`config.mk`:
```
export PLATFORM = sky130hd
export DESIGN_NAME = spawn_scheduler
export DESIGN_NICKNAME = d
export VERILOG_FILES = /design/src/rtl/spawn_scheduler.sv
export SDC_FILE = /design/constraint.sdc
export NUM_CORES = 1
export LEC_CHECK = 0
export ABC_AREA = 1
export CAP_MARGIN = 20
export CORE_MARGIN = 4
export CORE_UTILIZATION = 60
export CTS_CLUSTER_SIZE = 25
export DETAILED_ROUTE_END_ITERATION = 8
export HOLD_SLACK_MARGIN = 0.06
export PLACE_DENSITY = 0.85
export SLEW_MARGIN = 20
export SYNTH_ARGS = -nofsm -noshare
export SYNTH_HDL_FRONTEND = slang
export SYNTH_HIERARCHICAL = 1
export SYNTH_SLANG_ARGS = --single-unit
```
`constraint.sdc`:
```
create_clock -name clk_i -period 6 [get_ports clk_i]
set_clock_uncertainty 0.15 [all_clocks]
set_input_delay 0.6 -clock clk_i [delete_from_list [all_inputs] [get_ports clk_i]]
set_output_delay 0.6 -clock clk_i [all_outputs]
set_load 0.05 [all_outputs]
```
`src/rtl/spawn_scheduler.sv`:
```
// Respawn scheduler: latches revive requests, waits SPAWN_DELAY cycles, then grants
// free spawn points round-robin across requesters; also raises sticky game-over/win flags.

module spawn_req_slot (
  input  logic clk_i,
  input  logic reset_ni,
  input  logic set_i,
  input  logic clr_i,
  input  logic flush_i,
  output logic pend_o
);
  // set beats a same-cycle grant clear; flush (end of game) beats both
  always_ff @(posedge clk_i or negedge reset_ni) begin
    if (!reset_ni)    pend_o <= 1'b0;
    else if (flush_i) pend_o <= 1'b0;
    else if (set_i)   pend_o <= 1'b1;
    else if (clr_i)   pend_o <= 1'b0;
  end
endmodule

module spawn_scheduler #(
  parameter int NUM_REQ     = 3,
  parameter int NUM_PLAYER  = 2,
  parameter int NUM_SPAWN   = 2,
  parameter int SPAWN_DELAY = 1000000,
  parameter int SP_W        = 1
) (
  input  logic                 clk_i,
  input  logic                 reset_ni,
  input  logic                 enable_i,
  input  logic [NUM_REQ-1:0]   revive_req_i,
  input  logic [4*NUM_REQ-1:0] lives_left_i,
  input  logic [NUM_SPAWN-1:0] spawn_busy_i,
  input  logic                 eagle_hit_i,
  output logic [NUM_REQ-1:0]   spawn_grant_o,
  output logic [SP_W-1:0]      spawn_point_o,
  output logic [NUM_REQ-1:0]   pending_o,
  output logic                 game_over_o,
  output logic                 game_win_o
);
  localparam int PTR_W = (NUM_REQ > 1) ? $clog2(NUM_REQ) : 1;
  localparam int CNT_W = (SPAWN_DELAY > 1) ? $clog2(SPAWN_DELAY) : 1;

  typedef enum logic [2:0] {IDLE, DELAY, ARB, GRANT, OVER} state_t;

  state_t             state_q;
  logic [CNT_W-1:0]   cnt_q;
  logic [PTR_W-1:0]   rr_ptr_q;
  logic [NUM_REQ-1:0] pending, lives_nz, req_set, win_oh;
  logic [PTR_W-1:0]   win_idx, rr_next;
  logic [SP_W-1:0]    free_pt;
  logic               win_found, pt_found;
  logic               players_dead, enemies_dead;
  logic               over_set, win_set, end_set, flush, grant_clr;

  always_comb begin
    for (int i = 0; i < NUM_REQ; i++)
      lives_nz[i] = (lives_left_i[4*i +: 4] != 4'd0);
  end

  assign req_set = revive_req_i & lives_nz;

  // Round-robin search starting at rr_ptr, wrapping around
  always_comb begin
    int unsigned idx;
    idx       = 0;
    win_oh    = '0;
    win_idx   = '0;
    win_found = 1'b0;
    for (int k = 0; k < NUM_REQ; k++) begin
      idx = (int'(rr_ptr_q) + k) % NUM_REQ;
      if (!win_found && pending[idx]) begin
        win_found   = 1'b1;
        win_oh[idx] = 1'b1;
        win_idx     = PTR_W'(idx);
      end
    end
  end

  assign rr_next = (win_idx == PTR_W'(NUM_REQ-1)) ? '0 : win_idx + PTR_W'(1);

  always_comb begin
    free_pt  = '0;
    pt_found = 1'b0;
    for (int j = 0; j < NUM_SPAWN; j++) begin
      if (!pt_found && !spawn_busy_i[j]) begin
        pt_found = 1'b1;
        free_pt  = SP_W'(j);
      end
    end
  end

  always_comb begin
    players_dead = 1'b1;
    enemies_dead = 1'b1;
    for (int i = 0; i < NUM_REQ; i++) begin
      if (lives_nz[i] || pending[i]) begin
        if (i < NUM_PLAYER) players_dead = 1'b0;
        else                enemies_dead = 1'b0;
      end
    end
  end

  // Once either flag is up the other can never follow
  assign over_set  = !game_over_o && !game_win_o && (eagle_hit_i || players_dead);
  assign win_set   = !game_over_o && !game_win_o && !over_set && enemies_dead;
  assign end_set   = over_set || win_set;
  assign flush     = (state_q == OVER) || end_set;
  assign grant_clr = (state_q == ARB) && enable_i && win_found && pt_found && !end_set;

  for (genvar g = 0; g < NUM_REQ; g++) begin : g_slot
    spawn_req_slot u_slot (
      .clk_i    (clk_i),
      .reset_ni (reset_ni),
      .set_i    (req_set[g]),
      .clr_i    (grant_clr && win_oh[g]),
      .flush_i  (flush),
      .pend_o   (pending[g])
    );
  end

  assign pending_o = pending;

  always_ff @(posedge clk_i or negedge reset_ni) begin
    if (!reset_ni) begin
      state_q       <= IDLE;
      cnt_q         <= '0;
      rr_ptr_q      <= '0;
      spawn_grant_o <= '0;
      spawn_point_o <= '0;
      game_over_o   <= 1'b0;
      game_win_o    <= 1'b0;
    end else begin
      spawn_grant_o <= '0;
      spawn_point_o <= '0;
      if (over_set) game_over_o <= 1'b1;
      if (win_set)  game_win_o  <= 1'b1;
      if (end_set) begin
        state_q <= OVER;
      end else if (enable_i) begin
        case (state_q)
          IDLE: if (|pending) begin
            state_q <= DELAY;
            cnt_q   <= '0;
          end
          DELAY: begin
            if (cnt_q == CNT_W'(SPAWN_DELAY-1)) state_q <= ARB;
            else                                cnt_q   <= cnt_q + CNT_W'(1);
          end
          ARB: begin
            if (!win_found) begin
              state_q <= IDLE;
            end else if (pt_found) begin
              state_q       <= GRANT;
              spawn_grant_o <= win_oh;
              spawn_point_o <= free_pt;
              rr_ptr_q      <= rr_next;
            end
          end
          GRANT: begin
            if (|pending) begin
              state_q <= DELAY;
              cnt_q   <= '0;
            end else begin
              state_q <= IDLE;
            end
          end
          OVER:    state_q <= OVER;
          default: state_q <= IDLE;
        endcase
      end
    end
  end
endmodule
```
* Word-level counts from Yosys, hierarchy flattened
Cells that the tools add are included.
Word-level totals: word-level logic and storage cells 140, output and inout port bits 9, flip-flop bits (word level) 34, bits of input ports 21
Cells by class: $lt $le $gt $ge 6, mux-type cells 58, bitwise logic cells 4, equality and inequality tests 11, reductions and logical operators 44, div/mod/pow operators 3, add/sub/neg operators 4
Operators by type and width (count):
- 32-bit by 1-bit >= comparator with 1-bit output, second input constant | 3
- 32-bit by 3-bit less-than comparator with 1-bit output, second input constant | 3
- 32-bit by 3-bit modulo with 32-bit output, second input constant | 2
- 3-bit two-way mux | 14
- 20-bit two-way mux | 2
- 20-bit one-hot mux with 2 select lines | 1
- 3-bit by 3-bit modulo with 32-bit output, second input constant | 1
- 1-bit two-way mux | 30
- 20-bit by 1-bit adder with 20-bit output, second input constant | 1
- 20-bit equality test, second input constant | 1
- 1-bit logical AND | 17
- 3-bit one-hot mux with 5 select lines | 1
- 4-bit nonzero test | 3
- 5-bit AND reduction | 2
- 3-bit nonzero test | 3
- 2-bit two-way mux | 4
- 1-bit logical NOT | 7
- 1-bit binary-select mux with 2-bit select | 3
- 1-bit demux with 2-bit select | 3
- 3-bit by 2-bit equality test with 1-bit output, second input constant | 2
- 1-bit logical OR | 6
- 3-bit != test, second input constant | 2
- 3-bit bitwise OR | 2
- 4-bit != test, second input constant | 1
- other kinds (15) | 16

* Longest topological paths before layout
depth after elaboration 17, mapped depth 14, depth with buffers taken out 14

* Cells and area by module
The synthesis kept the hierarchy.
By module, submodules not included:
- spawn_scheduler | area an instance 2296.0 um2, seq. area each 775.7 um2, cells an instance 368, instances 1
- spawn_req_slot | area an instance 45.0 um2, seq. area each 25.0 um2, cells an instance 5, instances 3

* Worst setup path before layout
No wires, ideal clock.
kind register to register, from register g_slot[2].u_slot.pend_o, to register g_slot[2].u_slot.pend_o, buffers on the path 0, required time 5.729 ns, stages on the path, launching flop included 12, period minus slack after synthesis 2.123 ns, slack 3.877 ns, library setup time 0.121 ns, arrival time 1.852 ns, cell sequence dfrtp_1 -> inv_1 -> o21ai_2 -> nand2_2 -> nand3_1 -> nand3_1 -> nor2_1 -> inv_1 -> nor2_1 -> inv_1 -> nand2_1 -> a21oi_2
On the way: word-level cells in the longest chain between the ends 14, elaborated cells between the ends (all ways) 30, classes of those cells mux: 14; bitwise: 2; reduce/logical: 14
RTL lines:
- start, declared | RTL line 10 | output logic pend_o
- start signal, assigned | RTL line 14 | if (!reset_ni) pend_o <= 1'b0;
- start signal, assigned | RTL line 15 | else if (flush_i) pend_o <= 1'b0;
- start signal, assigned | RTL line 16 | else if (set_i) pend_o <= 1'b1;
- 1-bit binary-select mux with 2-bit select | RTL line 72 | if (!win_found && pending[idx]) begin
- 1-bit two-way mux (not written as such) | RTL line 72
- 1-bit two-way mux | RTL line 72
- 1-bit logical NOT | RTL line 72
- 1-bit logical AND | RTL line 72
- 1-bit two-way mux | RTL line 72
- 1-bit logical NOT | RTL line 72
- 1-bit logical AND | RTL line 72
- 1-bit two-way mux | RTL line 72
- 1-bit logical AND (3 in a row) | RTL line 109 | assign grant_clr = (state_q == ARB) && enable_i && win_found && pt_found && !end_set;
- 1-bit logical AND | RTL line 116 | .clr_i (grant_clr && win_oh[g]),
- 3-bit nonzero test (no source line)
Several ways; a longest one is shown, not always the timed one. The select of a mux whose other input is x is not followed. A chain may end at the register's enable or synchronous reset.

* Worst setup path after layout
from register rr_ptr_q[0], to register g_slot[2].u_slot.pend_o
On the way: word-level cells in the longest chain between the ends 15, elaborated cells between the ends (all ways) 43, classes of those cells add/sub: 2; div: 3; order compare: 6; mux: 18; bitwise: 2; reduce/logical: 12
RTL lines:
- start, declared | RTL line 48 | logic [PTR_W-1:0] rr_ptr_q;
- start signal, assigned | RTL line 157 | rr_ptr_q <= rr_next;
- parallel branches: the longest is 13 deep, another holds 32-bit by 3-bit modulo with 32-bit output
- 1-bit logical AND * | RTL line 116
- 3-bit nonzero test (no source line) *
- end signal, assigned | RTL line 15
- end signal, assigned | RTL line 16
- end signal, assigned | RTL line 17 | else if (clr_i) pend_o <= 1'b0;
Every way passes the cells marked *. The select of a mux whose other input is x is not followed.

==> summary.md <==
| Metric | Value |
|---|---|
| Most frequent CP cell | inv_1 |
| RSZ-0062 raised after global routing | false |
| Worst path top cell family by delay | simple AND/OR/NAND/NOR gates |
| Power per cell area | between 300 and 400 nW/um2 |
| GP Congestion | slightly above 0.9 |
| Worst Path Buf+Inv | 4 |
| Seq cells post-synth | 34 |
| Setup Buffers After CTS | 0 |
| Initial antenna violation count | 0 |
| Status | completed |
| Reg2Reg Setup Slack | between 3 and 4 ns |
| Clock buffer depth | 2 |
| Crit end category | flip-flop |
| Post-Route Setup TNS | 0 ns |
| Final wirelength | 5.62 mm |
| Maxcap violations | 0 |
| Port bufs | 29 |
| Data arrival, critical path | ~2.5 ns |
| Iter 0 DRT Violations | 202 |
| HP Start | game_over_o |
| Distinct cells, synth | 25 |
| Maximum VDD drop | between 0.2 and 0.3 mV |
| Worst hold slack | 0.351 ns |
| Core Box Area | approximately 3800 um2 |
| Io pins | 30 |
| Worst hold endpoint | game_over_o |
| Cell taking the most area after synthesis | dfrtp_1 |
| Initial Util | 0.640 |
| Area Growth Syn to Fin | 16.8% |
| Fmax | 405 MHz |
| Synthesized net count | 409 |
| Design Area, Final | 2840 um2 |
| Vias post-DR | 2410 |
| Htree depth | 2 |
| Post-DR wirelength/cell | between 10 and 15 um |
| CTS tree | done |
| CTS Sinks | 34 |
| DIE AREA | between 5000 and 6000 um2 |
| Min Tclk post-route | around 2.5 ns |
| DR pass1 iterations | 4 |
| Die Wd | approximately 70 um |
| Worst Hold Class | reg -> reg |
| Worst hold path depth | 2 |
| Largest net degree at the start of global routing | 35 |
| Startpoint Class | flip-flop |
| Number of global-route vias before repair | 2182 |
| Register clock-pin slew on the reported worst setup and hold paths | 0.07 ns |
| Layout cells sized above 1 | 0.0457 |
| Placed inst area | between 2000 and 3000 um2 |
| Worst Reg-to-Reg Cells | 13 |
| Critical Path RT | around 6.0 ns |
| Global Route Usage Sum | 0.233 |
| Worst slew pin tran | 0.727 ns |
| Post-Syn Instances | 383 |
| CP max stage delay | 0.42 ns |
| Relative slew slack | 0.514 |
| Fin. max-slew vios | 0 |
| Tcrit/Tclk final | 0.412 |
| RR Startpoint | rr_ptr_q[0] |
| Share of the synthesized area in the top cell type | 0.350 |
| Register area share after synthesis | 0.350 |
| Filler cells | 314 |
| Critical path class | reg -> reg |
| Slowest CP cell | dfrtp_1 |
| Cts bufs inserted | 5 |
| Clock latency at the later pin of the worst-skew pair | 0.28 ns |
| Cell row count | 22 |
| Worst path cell trace | inv_1 -> ha_1 -> inv_1 -> nand3_1 -> nand2_2 -> nand3_1 -> nand3_1 -> nor2_1 -> inv_1 -> nor2_1 -> inv_1 -> nand2_1 -> a21oi_2 |
| CTS root buf | clkbuf_8 |
| Synthesized area | 2430 um2 |
| Crit-path max FO | 9 |
| R2R Path End | g_slot[2].u_slot/pend_o |
| Syn Area/Cell | 6.35 um2 |
| Antenna-violating nets left | 0 |
| Residual DRC | 0 |
| Ant. Diodes | 0 |
| Dpl hpwl | between 4 and 5 mm |
| Leading post-synthesis cells by cell area | dfrtp_1 (35%), nand2_1 (22%), nor2_1 (11%) |
| First-pass GRT wire length | between 9 and 10 mm |
| Leakage power | 1.40 nW |
| Die Y | 71.7 um |
| Average vias per placed instance | roughly 5.2 |
| Synth Warn # | 6 |
| Final nets | about 440 |
| Resize count post-CTS | 0 |
| Finish-stage setup viols | 0 |
| Grt ovf | 0 |
| Number of hold buffers added after cts | 0 |
| Final hold vios | 0 |
-- cell usage after synthesis --
master and n:
o21ai_2 1, buf_6 3, a21boi_0 2, clkbuf_1 2, xor2_1 8, a21oi_2 4, inv_2 1, buf_4 1
nand2_1 143, nor3_1 3, nand3_1 31, nor2_4 1, o21ai_0 7, and2_1 1, xnor2_1 4, dfrtp_1 34
o21bai_1 3, a21oi_1 5, inv_1 41, nand2_2 3, nor3b_1 2, nor2_1 73, ha_1 5, nand4_1 4
nand3b_1 1
-- layout make-up --
type                       count  area, um2  area share
clock inverter                 1       5.00     0.00176
timing repair buffer          31        305       0.108
sequential                    34        851       0.300
clock buffer                   7       86.3      0.0304
tap                           48       60.1      0.0212
inverter                      42        158      0.0555
multi-input combinational    301       1370       0.484
-- placed cells by master, fill, tap and decap left out --
master,Yosys,layout
nand3b_1,1,1
clkbuf_1,2,1
nand3_1,31,31
nand2_2,3,3
a21oi_1,5,5
buf_4,1,2
inv_1,41,41
nand2_1,143,143
o21bai_1,3,3
o21ai_0,7,7
a21boi_0,2,2
ha_1,5,5
nor3b_1,2,2
and2_1,1,1
a21oi_2,4,4
clkinv_2,0,1
nor2_4,1,1
clkdlybuf4s50_1,0,29
xor2_1,8,8
clkbuf_8,0,6
nor3_1,3,3
nor2_1,73,73
o21ai_2,1,1
dfrtp_1,34,34
inv_2,1,1
nand4_1,4,4
xnor2_1,4,4
-- stage by stage --
| stage | std cells | setup WS, ns | util | power [W] |
|---|---|---|---|---|
| final | 464 | 3.53 | 0.747 | 0.000871 |
| after global routing | 464 | 3.26 | 0.747 | 0.000942 |
| after CTS | 464 | 3.55 | 0.747 | 0.000871 |
| after detailed placement | 456 | 3.50 | 0.723 | 0.000695 |
| after global placement | 456 | 3.59 | 0.723 | 0.000688 |
| after floorplan | 383 | 3.88 | - | 0.000614 |
-- worst max-delay path by stage --
stage | startpoint | end | slack, ns | depth (start not counted)
4_1_cts | rr_ptr_q[0] | g_slot[2].u_slot/pend_o | 3.55 | 13
3_5_place_dp | lives_left_i[1] | cnt_q[14] | 3.50 | 10
2_1_floorplan | g_slot[2].u_slot/pend_o | g_slot[2].u_slot/pend_o | 3.88 | 11
6_report | rr_ptr_q[0] | g_slot[2].u_slot/pend_o | 3.53 | 13
5_1_grt | rr_ptr_q[0] | g_slot[2].u_slot/pend_o | 3.26 | 13
3_3_place_gp | lives_left_i[1] | cnt_q[19] | 3.59 | 10
-- kinds of logic (layout without fill, tap and decap cells) --
logic type	count (synthesis)	in the layout	synth area share
DFF	34	34	0.350
xor gates and xnor gates	12	12	0.0432
adders and majority gates	5	5	0.0257
AOI/OAI and AO/OA	22	22	0.0582
buffers and inverters	48	81	0.0849
and+or+nand+nor	262	262	0.438
-- sequential cells by signal, summed over array words and instances (netlist names) --
name                  count
cnt_q                    20
game_win_o                1
spawn_grant_o             3
g_slot.u_slot/pend_o      3
game_over_o               1
spawn_point_o             1
rr_ptr_q                  2
state_q                   3
-- worst min-delay path: cells and delay by family, from the launching register on --
| family | cells | cell delay (ns) |
|---|---|---|
| flip-flops | 1 | 0.37 |
| AND/OR/NAND/NOR | 1 | 0.06 |
| buffers and inverters | 1 | 0.05 |
-- power by group --
| part | leakage [nW] | internal, W | switching [W] |
|---|---|---|---|
| clock | 0.0482 | 0.0000925 | 0.0000810 |
| sequential | 0.446 | 0.000257 | 0.0000311 |
| combinational | 0.906 | 0.000128 | 0.000281 |
-- per-layer routing --
| layer | global-route usage | up-vias | part of all wire | wire length [um] |
|---|---|---|---|---|
| met3 | 0.0477 | 4 | 0.046 | 258 |
| met1 | 0.325 | 1103 | 0.47 | 2650 |
| li1 | - | 1241 | - | - |
| met2 | 0.376 | 62 | 0.47 | 2660 |
| met4 | 0.0480 | 0 | 0.0071 | 40 |
| met5 | 0 | - | 0 | 0 |
No activity file was read; power rests on OpenSTA's default activity.
